$ cat src/rtl/risc_v_pkg.sv
`default_nettype none
// ============================================================================
// Module      : risc_v_pkg
// Description : Shared control-field widths, branch/jump/pcSrc codes and the
//               next-PC select helper used by the decoder and control pipe.
// Revision    : 1.0 - initial release
// ============================================================================
package risc_v_pkg;

    localparam int c_RESULT_SRC_W  = 2;
    localparam int c_JUMP_W        = 2;
    localparam int c_BRANCH_W      = 3;
    localparam int c_ALU_CONTROL_W = 3;
    localparam int c_PC_SRC_W      = 2;

    typedef enum logic [c_BRANCH_W-1:0] {
        BR_NONE = 3'b000,
        BR_BEQ  = 3'b001,
        BR_BNE  = 3'b010,
        BR_BLT  = 3'b011,
        BR_BGE  = 3'b100
    } branch_t;

    typedef enum logic [c_JUMP_W-1:0] {
        JMP_NONE = 2'b00,
        JMP_JAL  = 2'b01,
        JMP_JALR = 2'b10
    } jump_t;

    typedef enum logic [c_PC_SRC_W-1:0] {
        PC_PLUS4  = 2'b00,
        PC_TARGET = 2'b01,
        PC_ALU    = 2'b10
    } pcSrc_t;

    typedef struct packed {
        logic                       regWrite;
        logic [c_RESULT_SRC_W-1:0]  resultSrc;
        logic                       memWrite;
        logic [c_JUMP_W-1:0]        jump;
        logic [c_BRANCH_W-1:0]      branch;
        logic [c_ALU_CONTROL_W-1:0] aluControl;
        logic                       aluSrc;
        logic                       lui;
    } ctrlE_t;

    typedef struct packed {
        logic                       regWrite;
        logic [c_RESULT_SRC_W-1:0]  resultSrc;
        logic                       memWrite;
    } ctrlM_t;

    typedef struct packed {
        logic                       regWrite;
        logic [c_RESULT_SRC_W-1:0]  resultSrc;
    } ctrlW_t;

    localparam int c_CTRL_E_W = $bits(ctrlE_t);
    localparam int c_CTRL_M_W = $bits(ctrlM_t);
    localparam int c_CTRL_W_W = $bits(ctrlW_t);

    // Unassigned branch codes (101-111) fall to the default: never taken.
    function automatic logic branchTaken(
        input logic [c_BRANCH_W-1:0] branch,
        input logic                  zero,
        input logic                  lt
    );
        logic taken;
        taken = 1'b0;
        case (branch)
            BR_BEQ:  taken = zero;
            BR_BNE:  taken = ~zero;
            BR_BLT:  taken = lt;
            BR_BGE:  taken = ~lt;
            default: taken = 1'b0;
        endcase
        return taken;
    endfunction

    // jalr wins over any branch code carried by the same instruction.
    function automatic pcSrc_t pcSelect(
        input logic [c_JUMP_W-1:0]   jump,
        input logic [c_BRANCH_W-1:0] branch,
        input logic                  zero,
        input logic                  lt
    );
        pcSrc_t sel;
        sel = PC_PLUS4;
        if (jump == JMP_JALR) begin
            sel = PC_ALU;
        end else if ((jump == JMP_JAL) || branchTaken(branch, zero, lt)) begin
            sel = PC_TARGET;
        end
        return sel;
    endfunction

endpackage : risc_v_pkg
`default_nettype wire

$ cat src/rtl/risc_v_control_pipe_pipe_reg.sv
`default_nettype none
// ============================================================================
// Module      : pipe_reg
// Description : Generic pipeline stage register, async reset, sync clear.
// Revision    : 1.0 - initial release
// ============================================================================
module pipe_reg #(
    parameter int WIDTH = 1
) (
    input  logic             clk,
    input  logic             rst,
    input  logic             i_clr,
    input  logic [WIDTH-1:0] i_d,
    output logic [WIDTH-1:0] o_q
);

    logic [WIDTH-1:0] r_q;

    always_ff @(posedge clk or posedge rst) begin
        if (rst) begin
            r_q <= '0;
        end else if (i_clr) begin
            r_q <= '0;
        end else begin
            r_q <= i_d;
        end
    end

    assign o_q = r_q;

endmodule : pipe_reg
`default_nettype wire

$ cat src/rtl/risc_v_control_pipe.sv
`default_nettype none
// ============================================================================
// Module      : risc_v_control_pipe
// Description : D->E->M->W control pipeline with E-stage next-PC select.
//               Define RISC_V_CTRL_PIPE_PERF_EN to add flush/taken counters.
// Revision    : 1.0 - initial release
// ============================================================================
module risc_v_control_pipe
    import risc_v_pkg::*;
(
    input  logic        clk,
    input  logic        rst,
    input  logic        flushE,
    input  logic        regWriteD,
    input  logic [1:0]  resultSrcD,
    input  logic        memWriteD,
    input  logic [1:0]  jumpD,
    input  logic [2:0]  branchD,
    input  logic [2:0]  ALUControlD,
    input  logic        ALUSrcD,
    input  logic        luiD,
    input  logic        zeroE,
    input  logic        ltE,
    output logic        regWriteE,
    output logic [1:0]  resultSrcE,
    output logic        memWriteE,
    output logic [2:0]  ALUControlE,
    output logic        ALUSrcE,
    output logic        luiE,
    output logic        resultSrcE0,
    output logic [1:0]  pcSrcE,
    output logic        regWriteM,
    output logic [1:0]  resultSrcM,
    output logic        memWriteM,
    output logic        regWriteW,
`ifdef RISC_V_CTRL_PIPE_PERF_EN
    output logic [15:0] flushCount,
    output logic [15:0] takenCount,
`endif
    output logic [1:0]  resultSrcW
);

    ctrlE_t                w_ctrlD;
    ctrlE_t                w_ctrlE;
    ctrlM_t                w_ctrlMIn;
    ctrlM_t                w_ctrlM;
    ctrlW_t                w_ctrlWIn;
    ctrlW_t                w_ctrlW;
    logic [c_CTRL_E_W-1:0] r_ctrlE;
    logic [c_CTRL_M_W-1:0] r_ctrlM;
    logic [c_CTRL_W_W-1:0] r_ctrlW;
    pcSrc_t                w_pcSrc;

    always_comb begin
        w_ctrlD            = '0;
        w_ctrlD.regWrite   = regWriteD;
        w_ctrlD.resultSrc  = resultSrcD;
        w_ctrlD.memWrite   = memWriteD;
        w_ctrlD.jump       = jumpD;
        w_ctrlD.branch     = branchD;
        w_ctrlD.aluControl = ALUControlD;
        w_ctrlD.aluSrc     = ALUSrcD;
        w_ctrlD.lui        = luiD;
    end

    // flushE zeroes the whole E word, so a bubble can never write reg/mem later.
    pipe_reg #(
        .WIDTH (c_CTRL_E_W)
    ) u_regE (
        .clk   (clk),
        .rst   (rst),
        .i_clr (flushE),
        .i_d   (w_ctrlD),
        .o_q   (r_ctrlE)
    );

    assign w_ctrlE = ctrlE_t'(r_ctrlE);

    always_comb begin
        w_ctrlMIn           = '0;
        w_ctrlMIn.regWrite  = w_ctrlE.regWrite;
        w_ctrlMIn.resultSrc = w_ctrlE.resultSrc;
        w_ctrlMIn.memWrite  = w_ctrlE.memWrite;
    end

    pipe_reg #(
        .WIDTH (c_CTRL_M_W)
    ) u_regM (
        .clk   (clk),
        .rst   (rst),
        .i_clr (1'b0),
        .i_d   (w_ctrlMIn),
        .o_q   (r_ctrlM)
    );

    assign w_ctrlM = ctrlM_t'(r_ctrlM);

    always_comb begin
        w_ctrlWIn           = '0;
        w_ctrlWIn.regWrite  = w_ctrlM.regWrite;
        w_ctrlWIn.resultSrc = w_ctrlM.resultSrc;
    end

    pipe_reg #(
        .WIDTH (c_CTRL_W_W)
    ) u_regW (
        .clk   (clk),
        .rst   (rst),
        .i_clr (1'b0),
        .i_d   (w_ctrlWIn),
        .o_q   (r_ctrlW)
    );

    assign w_ctrlW = ctrlW_t'(r_ctrlW);

    // Next-PC select is driven from the instruction currently in E, flush or not.
    assign w_pcSrc = pcSelect(w_ctrlE.jump, w_ctrlE.branch, zeroE, ltE);

    assign regWriteE   = w_ctrlE.regWrite;
    assign resultSrcE  = w_ctrlE.resultSrc;
    assign memWriteE   = w_ctrlE.memWrite;
    assign ALUControlE = w_ctrlE.aluControl;
    assign ALUSrcE     = w_ctrlE.aluSrc;
    assign luiE        = w_ctrlE.lui;
    assign resultSrcE0 = w_ctrlE.resultSrc[0];
    assign pcSrcE      = w_pcSrc;

    assign regWriteM   = w_ctrlM.regWrite;
    assign resultSrcM  = w_ctrlM.resultSrc;
    assign memWriteM   = w_ctrlM.memWrite;

    assign regWriteW   = w_ctrlW.regWrite;
    assign resultSrcW  = w_ctrlW.resultSrc;

`ifdef RISC_V_CTRL_PIPE_PERF_EN
    localparam logic [15:0] c_CNT_MAX = 16'hFFFF;

    logic [15:0] r_flushCount;
    logic [15:0] r_takenCount;

    always_ff @(posedge clk or posedge rst) begin
        if (rst) begin
            r_flushCount <= '0;
            r_takenCount <= '0;
        end else begin
            if (flushE && (r_flushCount != c_CNT_MAX)) begin
                r_flushCount <= r_flushCount + 16'd1;
            end
            if ((w_pcSrc != PC_PLUS4) && (r_takenCount != c_CNT_MAX)) begin
                r_takenCount <= r_takenCount + 16'd1;
            end
        end
    end

    assign flushCount = r_flushCount;
    assign takenCount = r_takenCount;
`endif

endmodule : risc_v_control_pipe
`default_nettype wire

$ cat config.mk
export PLATFORM = sky130hd
export DESIGN_NAME = risc_v_control_pipe
export DESIGN_NICKNAME = d
export VERILOG_FILES = /design/src/rtl/risc_v_pkg.sv /design/src/rtl/risc_v_control_pipe_pipe_reg.sv /design/src/rtl/risc_v_control_pipe.sv
export SDC_FILE = /design/constraint.sdc
export NUM_CORES = 1
export LEC_CHECK = 0
export BUFFER_PORTS_ARGS = -buffer_cell sky130_fd_sc_hd__buf_2
export CAP_MARGIN = 20
export CELL_PAD_IN_SITES_DETAIL_PLACEMENT = 0
export CELL_PAD_IN_SITES_GLOBAL_PLACEMENT = 1
export CORE_ASPECT_RATIO = 0.9
export CORE_UTILIZATION = 34
export DETAILED_ROUTE_END_ITERATION = 12
export PLACE_DENSITY_LB_ADDON = 0.1
export SLEW_MARGIN = 5
export SYNTH_ARGS = -nofsm -noshare
export SYNTH_HDL_FRONTEND = slang
export SYNTH_SLANG_ARGS = --single-unit
export TNS_END_PERCENT = 10
$ cat constraint.sdc
create_clock -name clk -period 1.95 [get_ports clk]
set_clock_uncertainty 0.1 [all_clocks]
set_input_delay 0 -clock clk [delete_from_list [all_inputs] [get_ports clk]]
set_output_delay 0 -clock clk [all_outputs]
set_load 0.1 [all_outputs]
==> impl_metrics.prom, run 1 <==
# TYPE chip_impl_metric gauge
chip_impl_info{name="status",value="finished clean"} 1
chip_impl_metric{name="largest_net_degree_at_the_start_of_global_routing",unit=""} 22
chip_impl_metric{name="globalRouteTotalUtil",unit="%"} 12.90
chip_impl_metric{name="peak_supply_drop",unit="V"} 0.0005938
chip_impl_metric{name="mappedNetlistNets",unit=""} 69
chip_impl_metric{name="post_route_cells_drive_above_1_share",unit="%"} 36.84
chip_impl_metric{name="num_antenna_cells",unit=""} 0
chip_impl_metric{name="boundary_pins",unit=""} 38
chip_impl_metric{name="antenna_violations_before_repair",unit=""} 0
chip_impl_metric{name="dr_total_vias",unit=""} 581
chip_impl_metric{name="synth_cells",unit=""} 50
chip_impl_metric{name="synth_seq_area_share",unit="%"} 73.17
chip_impl_metric{name="drt.antenna.violating_nets",unit=""} 0
chip_impl_metric{name="std_cell_rows",unit=""} 15
chip_impl_metric{name="vias_in_the_first_global_route",unit=""} 545
chip_impl_metric{name="worst_skew_pair.late_latency",unit="ns"} 0.30
chip_impl_metric{name="multi_input_gate_area_in_the_final_layout",unit="um^2"} 141.4
chip_impl_metric{name="initial_utilization",unit="%"} 36.79
chip_impl_metric{name="timing.setup.tns",unit="ns"} 0
chip_impl_metric{name="fmaxAchievable",unit="MHz"} 538.1
chip_impl_metric{name="nets",unit=""} 134
chip_impl_info{name="rr_endpoint",value="u_regM.o_q[1]"} 1
chip_impl_metric{name="placement.setup.worst_slack",unit="ns"} 0.3949
chip_impl_metric{name="yosys_register_bits",unit=""} 21
chip_impl_info{name="worstSetupEndpointType",value="output pin"} 1
chip_impl_metric{name="final.setup.worst_slack",unit="ns"} 0.09145
chip_impl_info{name="setup.worst_path.class",value="register to output pin"} 1
chip_impl_metric{name="n_fill_cell",unit=""} 177
chip_impl_info{name="most_common_cell_after_layout_fill_and_taps_aside",value="buf_2"} 1
chip_impl_metric{name="grt_overflow_total",unit=""} 0
chip_impl_metric{name="tritoncts.num_buffers",unit=""} 3
chip_impl_info{name="clk_root_buffer_cell",value="clkbuf_4"} 1
chip_impl_metric{name="r2r.worst_path.cells",unit=""} 0
chip_impl_metric{name="clockBufferDepth",unit=""} 2
chip_impl_metric{name="cp_max_fo",unit=""} 3
chip_impl_metric{name="worst-r2r-setup-slack",unit="ns"} 1.34
chip_impl_metric{name="post_drt_wl_per_cell",unit="um"} 10.10
chip_impl_metric{name="power.density_cell_area",unit="mW/mm^2"} 771.5
chip_impl_metric{name="worst_slew_pin_slew",unit="ns"} 0.7319
chip_impl_metric{name="slew-limit-headroom",unit="%"} 51.15
chip_impl_metric{name="worst-endpoint-arrival",unit="ns"} 1.76
chip_impl_metric{name="final-hold-violation-count",unit=""} 0
chip_impl_metric{name="syn-cell-area",unit="um^2"} 718.2
chip_impl_info{name="layout.cells.most_common_list",value="buf_2, dlygate4sd3_1, dfrtp_1"} 1
chip_impl_info{name="timing.rr.start",value="u_regE.o_q[11]"} 1
chip_impl_metric{name="core_area",unit="mm^2"} 0.001952
chip_impl_metric{name="period_share",unit="%"} 95.31
chip_impl_info{name="cp-start-kind",value="register"} 1
chip_impl_metric{name="average_cell_area_after_synthesis",unit="um^2"} 14.36
chip_impl_info{name="hold_class",value="primary input to asynchronous set/reset pin"} 1
chip_impl_metric{name="total_power",unit="uW"} 946.9
chip_impl_metric{name="global_route_wire_length_before_repair",unit="um"} 2063
chip_impl_metric{name="maxSlewViolCount",unit=""} 0
chip_impl_metric{name="total_leakage_power",unit="nW"} 0.6527
chip_impl_metric{name="seq_area",unit="um^2"} 525.5
chip_impl_metric{name="timing.critical_path.required",unit="ns"} 1.85
chip_impl_metric{name="setup_viol",unit=""} 0
chip_impl_metric{name="cts_num_sinks",unit=""} 21
chip_impl_metric{name="port_buffers",unit=""} 37
chip_impl_metric{name="route.detailed.drc",unit=""} 0
chip_impl_metric{name="totalWireLength",unit="um"} 1404
chip_impl_metric{name="drtPass1Iterations",unit=""} 1
chip_impl_metric{name="gp_congestion",unit=""} 0.5940
chip_impl_metric{name="post-cts-setup-buffer-count",unit=""} 0
chip_impl_info{name="cts_tree",value="built"} 1
chip_impl_metric{name="deepest_level_of_the_cts_h_tree",unit=""} 1
chip_impl_metric{name="detail_route.vias_per_cell",unit=""} 4.180
chip_impl_metric{name="design.die.area",unit="mm^2"} 0.002300
chip_impl_metric{name="fp.dieW",unit="um"} 50.45
chip_impl_metric{name="starting_drc_count_in_detailed_routing",unit=""} 0
chip_impl_metric{name="synth.yosys.warnings",unit=""} 0
chip_impl_metric{name="post_synth_num_cell_types",unit=""} 10
chip_impl_metric{name="maxCapViolCount",unit=""} 0
chip_impl_metric{name="area_growth_syn_to_layout",unit="%"} 70.91
chip_impl_metric{name="die_y",unit="um"} 45.60
chip_impl_metric{name="hold_slack",unit="ns"} 0.2511
chip_impl_metric{name="clk_transition_reported_paths",unit="ns"} 0.11
chip_impl_metric{name="timing.final.crit_period",unit="ns"} 1.859
where the power goes:
group / leakage [nW] / internal [mW] / switching (mW)
registers: 0.271 / 0.457 / 0.00885
logic: 0.364 / 0.0838 / 0.199
clock network: 0.0177 / 0.0763 / 0.122
synthesized netlist by cell type (all sizes together):
master | count | area [um^2]
mux2i | 1 | 10.01
maj3 | 1 | 10.01
o311ai | 1 | 8.760
nor2b | 14 | 87.58
clkbuf | 1 | 3.750
nor2 | 1 | 3.750
or4b | 2 | 20.02
inv | 3 | 11.26
buf | 5 | 37.54
dfrtp | 21 | 525.5
worst max-delay path, stage by stage (launching register included):
cell and delay (ns):
dfrtp_1 0.42, or4b_1 0.50, o311ai_1 0.11, maj3_2 0.26
buf_12 0.17
per-stage QoR:
stage               utilization [%]  instances  cell area, um^2
global placement              46.54        106            908.4
detailed placement            46.54        106            908.4
floorplan                         -         50            718.2
global route                  62.88        139             1227
CTS                           62.82        139             1226
finish                        62.88        139             1227
timing repair:
item,CTS,global route
hold buffers,29,0
endpoints found under the hold margin,35,0
endpoints found under the setup margin,0,1
gates resized for setup,0,1
sequential cells by signal, indices dropped and copies added, names as in the netlist:
register,flops
u_regE.o_q,14
u_regM.o_q,4
u_regW.o_q,3
cell families (layout without fill, tap and decap cells):
logic type / after synthesis / in the layout / synth area share, %
DFF: 21 / 21 / 73.17
and+or+nand+nor: 17 / 17 / 15.50
buffers and inverters: 9 / 73 / 7.317
adders and majority gates: 1 / 1 / 1.394
AOI/OAI and AO/OA: 1 / 1 / 1.220
muxes: 1 / 1 / 1.394
worst max path at each step:
stage | slack (ns) | end | start
5_1_grt | -0.004 | pcSrcE[0] | u_regE.o_q[6]
6_report | 0.09 | pcSrcE[0] | u_regE.o_q[6]
3_3_place_gp | 0.42 | pcSrcE[0] | u_regE.o_q[6]
4_1_cts | 0.05 | pcSrcE[0] | u_regE.o_q[6]
2_1_floorplan | 0.03 | pcSrcE[0] | u_regE.o_q[6]
3_5_place_dp | 0.39 | pcSrcE[0] | u_regE.o_q[5]
routing by layer:
metal  vias to the layer above  wire length, um  GRT usage (%)
met2                        23              804          26.67
met3                         0               90          5.333
met4                         0                0          3.333
met5                         -                0              0
li1                        280                -              -
met1                       278              509          11.52
final cells by class:
class / instances / area share [%]
clock inverter: 1 / 0.4077
multi-input combinational: 20 / 11.52
timing repair buffer: 66 / 39.96
sequential: 21 / 42.81
tap: 25 / 2.548
clock buffer: 3 / 1.835
inverter: 3 / 0.9174
(Power assumes the default switching activity.)
==> run 2, diff against run 1 <==
Settings changed: CORE_MARGIN set to 2.
Clock period 1.95 ns to 2.3 ns, I/O delays scaled along.
==> impl_metrics.prom, run 2 (same netlist as run 1, synthesis figures left out) <==
# TYPE chip_impl_metric gauge
chip_impl_metric{name="peak_supply_drop",unit="V"} 0.0004006
chip_impl_metric{name="core_area",unit="mm^2"} 0.001952
chip_impl_metric{name="initial_utilization",unit="%"} 36.79
chip_impl_metric{name="totalWireLength",unit="um"} 1346
chip_impl_info{name="cts_tree",value="built"} 1
chip_impl_metric{name="maxCapViolCount",unit=""} 0
chip_impl_metric{name="deepest_level_of_the_cts_h_tree",unit=""} 1
chip_impl_metric{name="postLayoutCellArea",unit="mm^2"} 0.001211
chip_impl_metric{name="final.setup.worst_slack",unit="ns"} 0.2171
chip_impl_metric{name="worst_skew_pair.late_latency",unit="ns"} 0.29
chip_impl_metric{name="vias_in_the_first_global_route",unit=""} 590
chip_impl_metric{name="r2r.worst_path.cells",unit=""} 0
chip_impl_metric{name="largest_net_degree_at_the_start_of_global_routing",unit=""} 22
chip_impl_metric{name="dp_hpwl",unit="um"} 840.9
chip_impl_metric{name="cts_num_sinks",unit=""} 21
chip_impl_metric{name="period_share",unit="%"} 90.56
chip_impl_metric{name="dr_total_vias",unit=""} 585
chip_impl_metric{name="timing.final.crit_period",unit="ns"} 2.083
chip_impl_metric{name="n_fill_cell",unit=""} 170
chip_impl_info{name="setup.worst_path.class",value="register to output pin"} 1
chip_impl_metric{name="slew-limit-headroom",unit="%"} 50.23
chip_impl_metric{name="clockBufferDepth",unit=""} 2
chip_impl_metric{name="port_buffers",unit=""} 37
chip_impl_info{name="worstSetupEndpointType",value="output pin"} 1
chip_impl_metric{name="fp.dieW",unit="um"} 52.45
chip_impl_metric{name="setup_viol",unit=""} 0
chip_impl_metric{name="grt_overflow_total",unit=""} 0
chip_impl_metric{name="nets",unit=""} 134
chip_impl_metric{name="final-hold-violation-count",unit=""} 0
chip_impl_info{name="status",value="finished clean"} 1
chip_impl_metric{name="cp_max_fo",unit=""} 3
chip_impl_metric{name="worst_slew_pin_slew",unit="ns"} 0.7458
chip_impl_metric{name="timing.setup.tns",unit="ns"} 0
chip_impl_info{name="layout.cells.most_common_list",value="buf_2, dlygate4sd3_1, dfrtp_1"} 1
chip_impl_metric{name="std_cell_rows",unit=""} 15
chip_impl_metric{name="maxSlewViolCount",unit=""} 0
chip_impl_metric{name="worst-endpoint-arrival",unit="ns"} 1.98
chip_impl_metric{name="num_antenna_cells",unit=""} 0
chip_impl_metric{name="gp_congestion",unit=""} 0.5711
chip_impl_metric{name="route.detailed.drc",unit=""} 0
chip_impl_info{name="cp-start-kind",value="register"} 1
chip_impl_metric{name="drtPass1Iterations",unit=""} 1
chip_impl_metric{name="largest_register_ffs",unit=""} 14
chip_impl_metric{name="fmaxAchievable",unit="MHz"} 480.1
chip_impl_metric{name="detail_route.vias_per_cell",unit=""} 4.209
chip_impl_metric{name="post_drt_wl_per_cell",unit="um"} 9.683
chip_impl_metric{name="area_growth_syn_to_layout",unit="%"} 68.64
chip_impl_metric{name="post_route_cells_drive_above_1_share",unit="%"} 35.96
chip_impl_metric{name="boundary_pins",unit=""} 38
chip_impl_info{name="hold_class",value="primary input to asynchronous set/reset pin"} 1
chip_impl_metric{name="globalRouteTotalUtil",unit="%"} 13.33
chip_impl_metric{name="place_area",unit="um^2"} 893.4
chip_impl_metric{name="placement.setup.worst_slack",unit="ns"} 0.5509
chip_impl_metric{name="design.die.area",unit="mm^2"} 0.002496
chip_impl_metric{name="antenna_violations_before_repair",unit=""} 0
chip_impl_metric{name="timing.critical_path.required",unit="ns"} 2.20
chip_impl_metric{name="global_route_wire_length_before_repair",unit="um"} 2332
chip_impl_info{name="most_common_cell_after_layout_fill_and_taps_aside",value="buf_2"} 1
chip_impl_metric{name="starting_drc_count_in_detailed_routing",unit=""} 0
chip_impl_metric{name="die_y",unit="um"} 47.60
chip_impl_info{name="clk_root_buffer_cell",value="clkbuf_4"} 1
chip_impl_metric{name="total_leakage_power",unit="nW"} 0.6470
chip_impl_metric{name="power.density_cell_area",unit="mW/mm^2"} 654.1
chip_impl_metric{name="clk_transition_reported_paths",unit="ns"} 0.11
chip_impl_metric{name="hold_slack",unit="ns"} 0.2660
chip_impl_metric{name="drt.antenna.violating_nets",unit=""} 0
chip_impl_info{name="grt_setup_unrepaired",value="no"} 1
chip_impl_metric{name="tritoncts.num_buffers",unit=""} 3
==> run 2: cell counts in the layout (fill, tap and decap cells not counted) <==
Identical to the previous run, type by type.
==> run 2: timing repair <==
| item | CTS | global route |
|---|---|---|
| endpoints found under the hold margin | 35 | 0 |
| buffers inserted | 0 | 0 |
| hold buffers | 29 | 0 |
| resized for setup | 0 | 0 |
==> run 2: worst max-delay path, cell delays in order, from the launching register on <==
cell	delay, ns
dfrtp_1	0.40
or4b_1	0.52
o311ai_1	0.12
maj3_1	0.24
buf_2	0.42
==> run 2: final cells by class <==
| class | instances | area (um^2) | share of cell area, % |
|---|---|---|---|
| clock buffers | 3 | 22.52 | 1.860 |
| inverters | 3 | 11.26 | 0.9298 |
| clock inverters | 1 | 5.005 | 0.4132 |
| well taps | 25 | 31.28 | 2.583 |
| flip-flops and latches | 21 | 525.5 | 43.39 |
| repair buffers | 66 | 475.5 | 39.26 |
| multi-input cells | 20 | 140.1 | 11.57 |
==> run 2: per-stage QoR <==
stage	power, mW	util (%)	std cells
final	0.7922	62.05	139
after global routing	0.8363	62.05	139
after CTS	0.8078	62.05	139
after detailed placement	0.5980	45.77	106
after global placement	0.5961	45.77	106
after floorplan	0.5657	-	50
==> run 2: path summary, 6_finish.rpt <==
path	end	slack [ns]	startpoint
setup / recovery	pcSrcE[0]	0.22	u_regE.o_q[5]
min in group clk	u_regW.o_q[0]	0.28	u_regM.o_q[1]
max in group asynchronous	u_regE.o_q[1]	1.37	rst
setup reg to reg	u_regM.o_q[1]	1.70	u_regE.o_q[11]
hold reg to reg	u_regW.o_q[0]	0.28	u_regM.o_q[1]
hold / removal	u_regW.o_q[1]	0.27	rst
==> run 2: routing by layer <==
metal / track usage (%) / share of wire [%] / up-vias
li1: - / - / 284
met1: 14.63 / 36 / 281
met2: 24.50 / 58 / 18
met3: 3.750 / 5.2 / 2
met4: 6.154 / 0.67 / 0
met5: 0 / 0 / -
==> run 2: power breakdown <==
part           internal (mW)  total (mW)  switching [mW]
logic                 0.0646       0.232           0.167
registers              0.387       0.394         0.00676
clock network         0.0646       0.166           0.102
total                  0.517       0.792           0.276
==> run 3, diff against run 2 <==
Settings changed: RECOVER_POWER set to 100.
==> impl_metrics.prom, run 3 (same netlist as run 1, synthesis figures left out) <==
# TYPE chip_impl_metric gauge
chip_impl_metric{name="detailroute.wirelength.met3",unit="um"} 82
chip_impl_metric{name="nets",unit=""} 134
chip_impl_metric{name="cts_num_sinks",unit=""} 21
chip_impl_metric{name="wl_met2",unit="um"} 770
chip_impl_metric{name="drtPass1Iterations",unit=""} 1
chip_impl_metric{name="design.die.area",unit="mm^2"} 0.002496
chip_impl_metric{name="post-cts-setup-buffer-count",unit=""} 0
chip_impl_metric{name="total_leakage_power",unit="nW"} 0.5820
chip_impl_metric{name="fp.dieW",unit="um"} 52.45
chip_impl_metric{name="route.detailed.drc",unit=""} 0
chip_impl_info{name="grt_setup_unrepaired",value="no"} 1
chip_impl_metric{name="clockBufferDepth",unit=""} 2
chip_impl_metric{name="hold_slack",unit="ns"} 0.2673
chip_impl_info{name="clk_root_buffer_cell",value="clkbuf_4"} 1
chip_impl_metric{name="peak_supply_drop",unit="V"} 0.0004007
chip_impl_metric{name="totalWireLength",unit="um"} 1363
chip_impl_metric{name="dp_hpwl",unit="um"} 840.9
chip_impl_info{name="cpMaxStageDelayCell",value="or4b_1"} 1
chip_impl_metric{name="tritoncts.num_buffers",unit=""} 3
chip_impl_metric{name="timing.setup.tns",unit="ns"} 0
chip_impl_metric{name="combinational_power_share",unit="%"} 28.8
chip_impl_metric{name="switching_share",unit="%"} 35.06
chip_impl_metric{name="worst-endpoint-arrival",unit="ns"} 2.02
chip_impl_metric{name="final.setup.worst_slack",unit="ns"} 0.1830
chip_impl_metric{name="num_antenna_cells",unit=""} 0
chip_impl_metric{name="largest_register_ffs",unit=""} 14
chip_impl_info{name="timing.rr.start",value="u_regE.o_q[11]"} 1
chip_impl_info{name="status",value="finished clean"} 1
chip_impl_metric{name="antenna_violations_before_repair",unit=""} 0
chip_impl_info{name="worstSetupEndpointType",value="output pin"} 1
chip_impl_metric{name="initial_utilization",unit="%"} 36.79
chip_impl_metric{name="internal-power",unit="uW"} 511.9
chip_impl_metric{name="power.share.sequential",unit="%"} 50.1
chip_impl_metric{name="setup_viol",unit=""} 0
chip_impl_metric{name="cp_max_fo",unit=""} 3
chip_impl_metric{name="boundary_pins",unit=""} 38
chip_impl_metric{name="timing.final.crit_period",unit="ns"} 2.117
chip_impl_metric{name="detail_route.vias_per_cell",unit=""} 4.194
chip_impl_info{name="cp-start-kind",value="register"} 1
chip_impl_info{name="rr_endpoint",value="u_regM.o_q[1]"} 1
chip_impl_metric{name="clk_transition_reported_paths",unit="ns"} 0.11
chip_impl_metric{name="total_power",unit="uW"} 788.3
chip_impl_metric{name="deepest_level_of_the_cts_h_tree",unit=""} 1
chip_impl_metric{name="post_route_cells_drive_above_1_share",unit="%"} 20.18
chip_impl_metric{name="starting_drc_count_in_detailed_routing",unit=""} 0
chip_impl_info{name="most_common_cell_after_layout_fill_and_taps_aside",value="dlygate4sd3_1"} 1
chip_impl_info{name="layout.cells.most_common_list",value="dlygate4sd3_1, dfrtp_1, buf_2, clkbuf_1, nor2b_1"} 1
chip_impl_metric{name="std_cell_rows",unit=""} 15
chip_impl_metric{name="maxSlewViolCount",unit=""} 0
chip_impl_metric{name="core_area",unit="mm^2"} 0.001952
chip_impl_metric{name="detail_route.wirelength.met1",unit="um"} 500
chip_impl_metric{name="critical_path.max_stage_delay",unit="ns"} 0.52
chip_impl_metric{name="placement.setup.worst_slack",unit="ns"} 0.5509
chip_impl_metric{name="worst-r2r-setup-slack",unit="ns"} 1.70
chip_impl_metric{name="fmaxAchievable",unit="MHz"} 472.4
chip_impl_metric{name="port_buffers",unit=""} 37
chip_impl_info{name="cts_tree",value="built"} 1
chip_impl_metric{name="post_drt_wl_per_cell",unit="um"} 9.806
chip_impl_metric{name="period_share",unit="%"} 92.05
chip_impl_metric{name="worst_skew_pair.late_latency",unit="ns"} 0.29
chip_impl_metric{name="r2r.worst_path.cells",unit=""} 0
chip_impl_info{name="routed.top_layer",value="met4"} 1
chip_impl_metric{name="largest_net_degree_at_the_start_of_global_routing",unit=""} 22
chip_impl_metric{name="maxCapViolCount",unit=""} 0
chip_impl_metric{name="grt_overflow_total",unit=""} 0
chip_impl_info{name="timing.critical_path.cells",value="or4b_1, o311ai_1, maj3_1, clkbuf_2"} 1
chip_impl_metric{name="worst_slew_pin_slew",unit="ns"} 1.183
chip_impl_info{name="setup.worst_path.class",value="register to output pin"} 1
chip_impl_metric{name="gp_congestion",unit=""} 0.5711
chip_impl_metric{name="total_net_switching_power",unit="uW"} 276.4
chip_impl_metric{name="post_layout_utilization_of_the_core",unit="%"} 60.90
chip_impl_metric{name="power.density_cell_area",unit="mW/mm^2"} 663.2
chip_impl_metric{name="globalRouteTotalUtil",unit="%"} 13.33
chip_impl_metric{name="slew-limit-headroom",unit="%"} 21.48
chip_impl_info{name="hold_class",value="primary input to asynchronous set/reset pin"} 1
chip_impl_metric{name="global_route_wire_length_before_repair",unit="um"} 2332
chip_impl_metric{name="drt.antenna.violating_nets",unit=""} 0
chip_impl_metric{name="area_growth_syn_to_layout",unit="%"} 65.51
chip_impl_metric{name="vias_in_the_first_global_route",unit=""} 590
chip_impl_metric{name="clock_power_share",unit="%"} 21.1
chip_impl_metric{name="final-hold-violation-count",unit=""} 0
chip_impl_metric{name="die_y",unit="um"} 47.60
chip_impl_metric{name="timing.critical_path.required",unit="ns"} 2.20
chip_impl_metric{name="dr_total_vias",unit=""} 583
[run 3: critical path, delay by kind of cell (launching register included)]
family          cells  cell delay, ns
fa+ha+maj           1            0.24
simple gates        1            0.52
flops               1            0.40
compound gates      1            0.12
buf+inv             1            0.45
[run 3: routing by layer]
metal / vias to the layer above / global-route usage (%)
li1: 284 / -
met1: 279 / 14.63
met2: 18 / 24.50
met3: 2 / 3.750
met4: 0 / 6.154
met5: - / 0
[run 3: final cells by class]
cell class / count / area, um^2
multi-input cells: 20 / 140.1
well taps: 25 / 31.28
clock inverters: 1 / 5.005
inverters: 3 / 11.26
repair buffers: 66 / 452.9
flip-flops and latches: 21 / 525.5
fillers: 176 / 763.2
clock buffers: 3 / 22.52
[run 3: power by group through the flow]
stage	registers (mW)	clock network, mW	logic (mW)
global placement	0.401	0	0.195
detailed placement	0.402	0	0.196
CTS	0.395	0.180	0.233
floorplan	0.482	0	0.0839
global route	0.398	0.195	0.239
finish	0.395	0.166	0.227
[run 3: stage by stage]
step                      area, um^2  std cells
after detailed placement       893.4        106
after CTS                       1211        139
after floorplan                718.2         50
after global placement         893.4        106
after global routing            1189        139
final                           1189        139
[run 3: how the worst max path moves through the flow]
| stage | startpoint | to |
|---|---|---|
| 3_3_place_gp | u_regE.o_q[6] | pcSrcE[0] |
| 6_report | u_regE.o_q[5] | pcSrcE[0] |
| 2_1_floorplan | u_regE.o_q[6] | pcSrcE[0] |
| 4_1_cts | u_regE.o_q[5] | pcSrcE[0] |
| 5_1_grt | u_regE.o_q[5] | pcSrcE[0] |
| 3_5_place_dp | u_regE.o_q[5] | pcSrcE[0] |
[run 3: timing repair]
item                                   in CTS  in global routing
hold buffers                               29                  0
resized for setup                           0                  0
endpoints found under the hold margin      35                  0
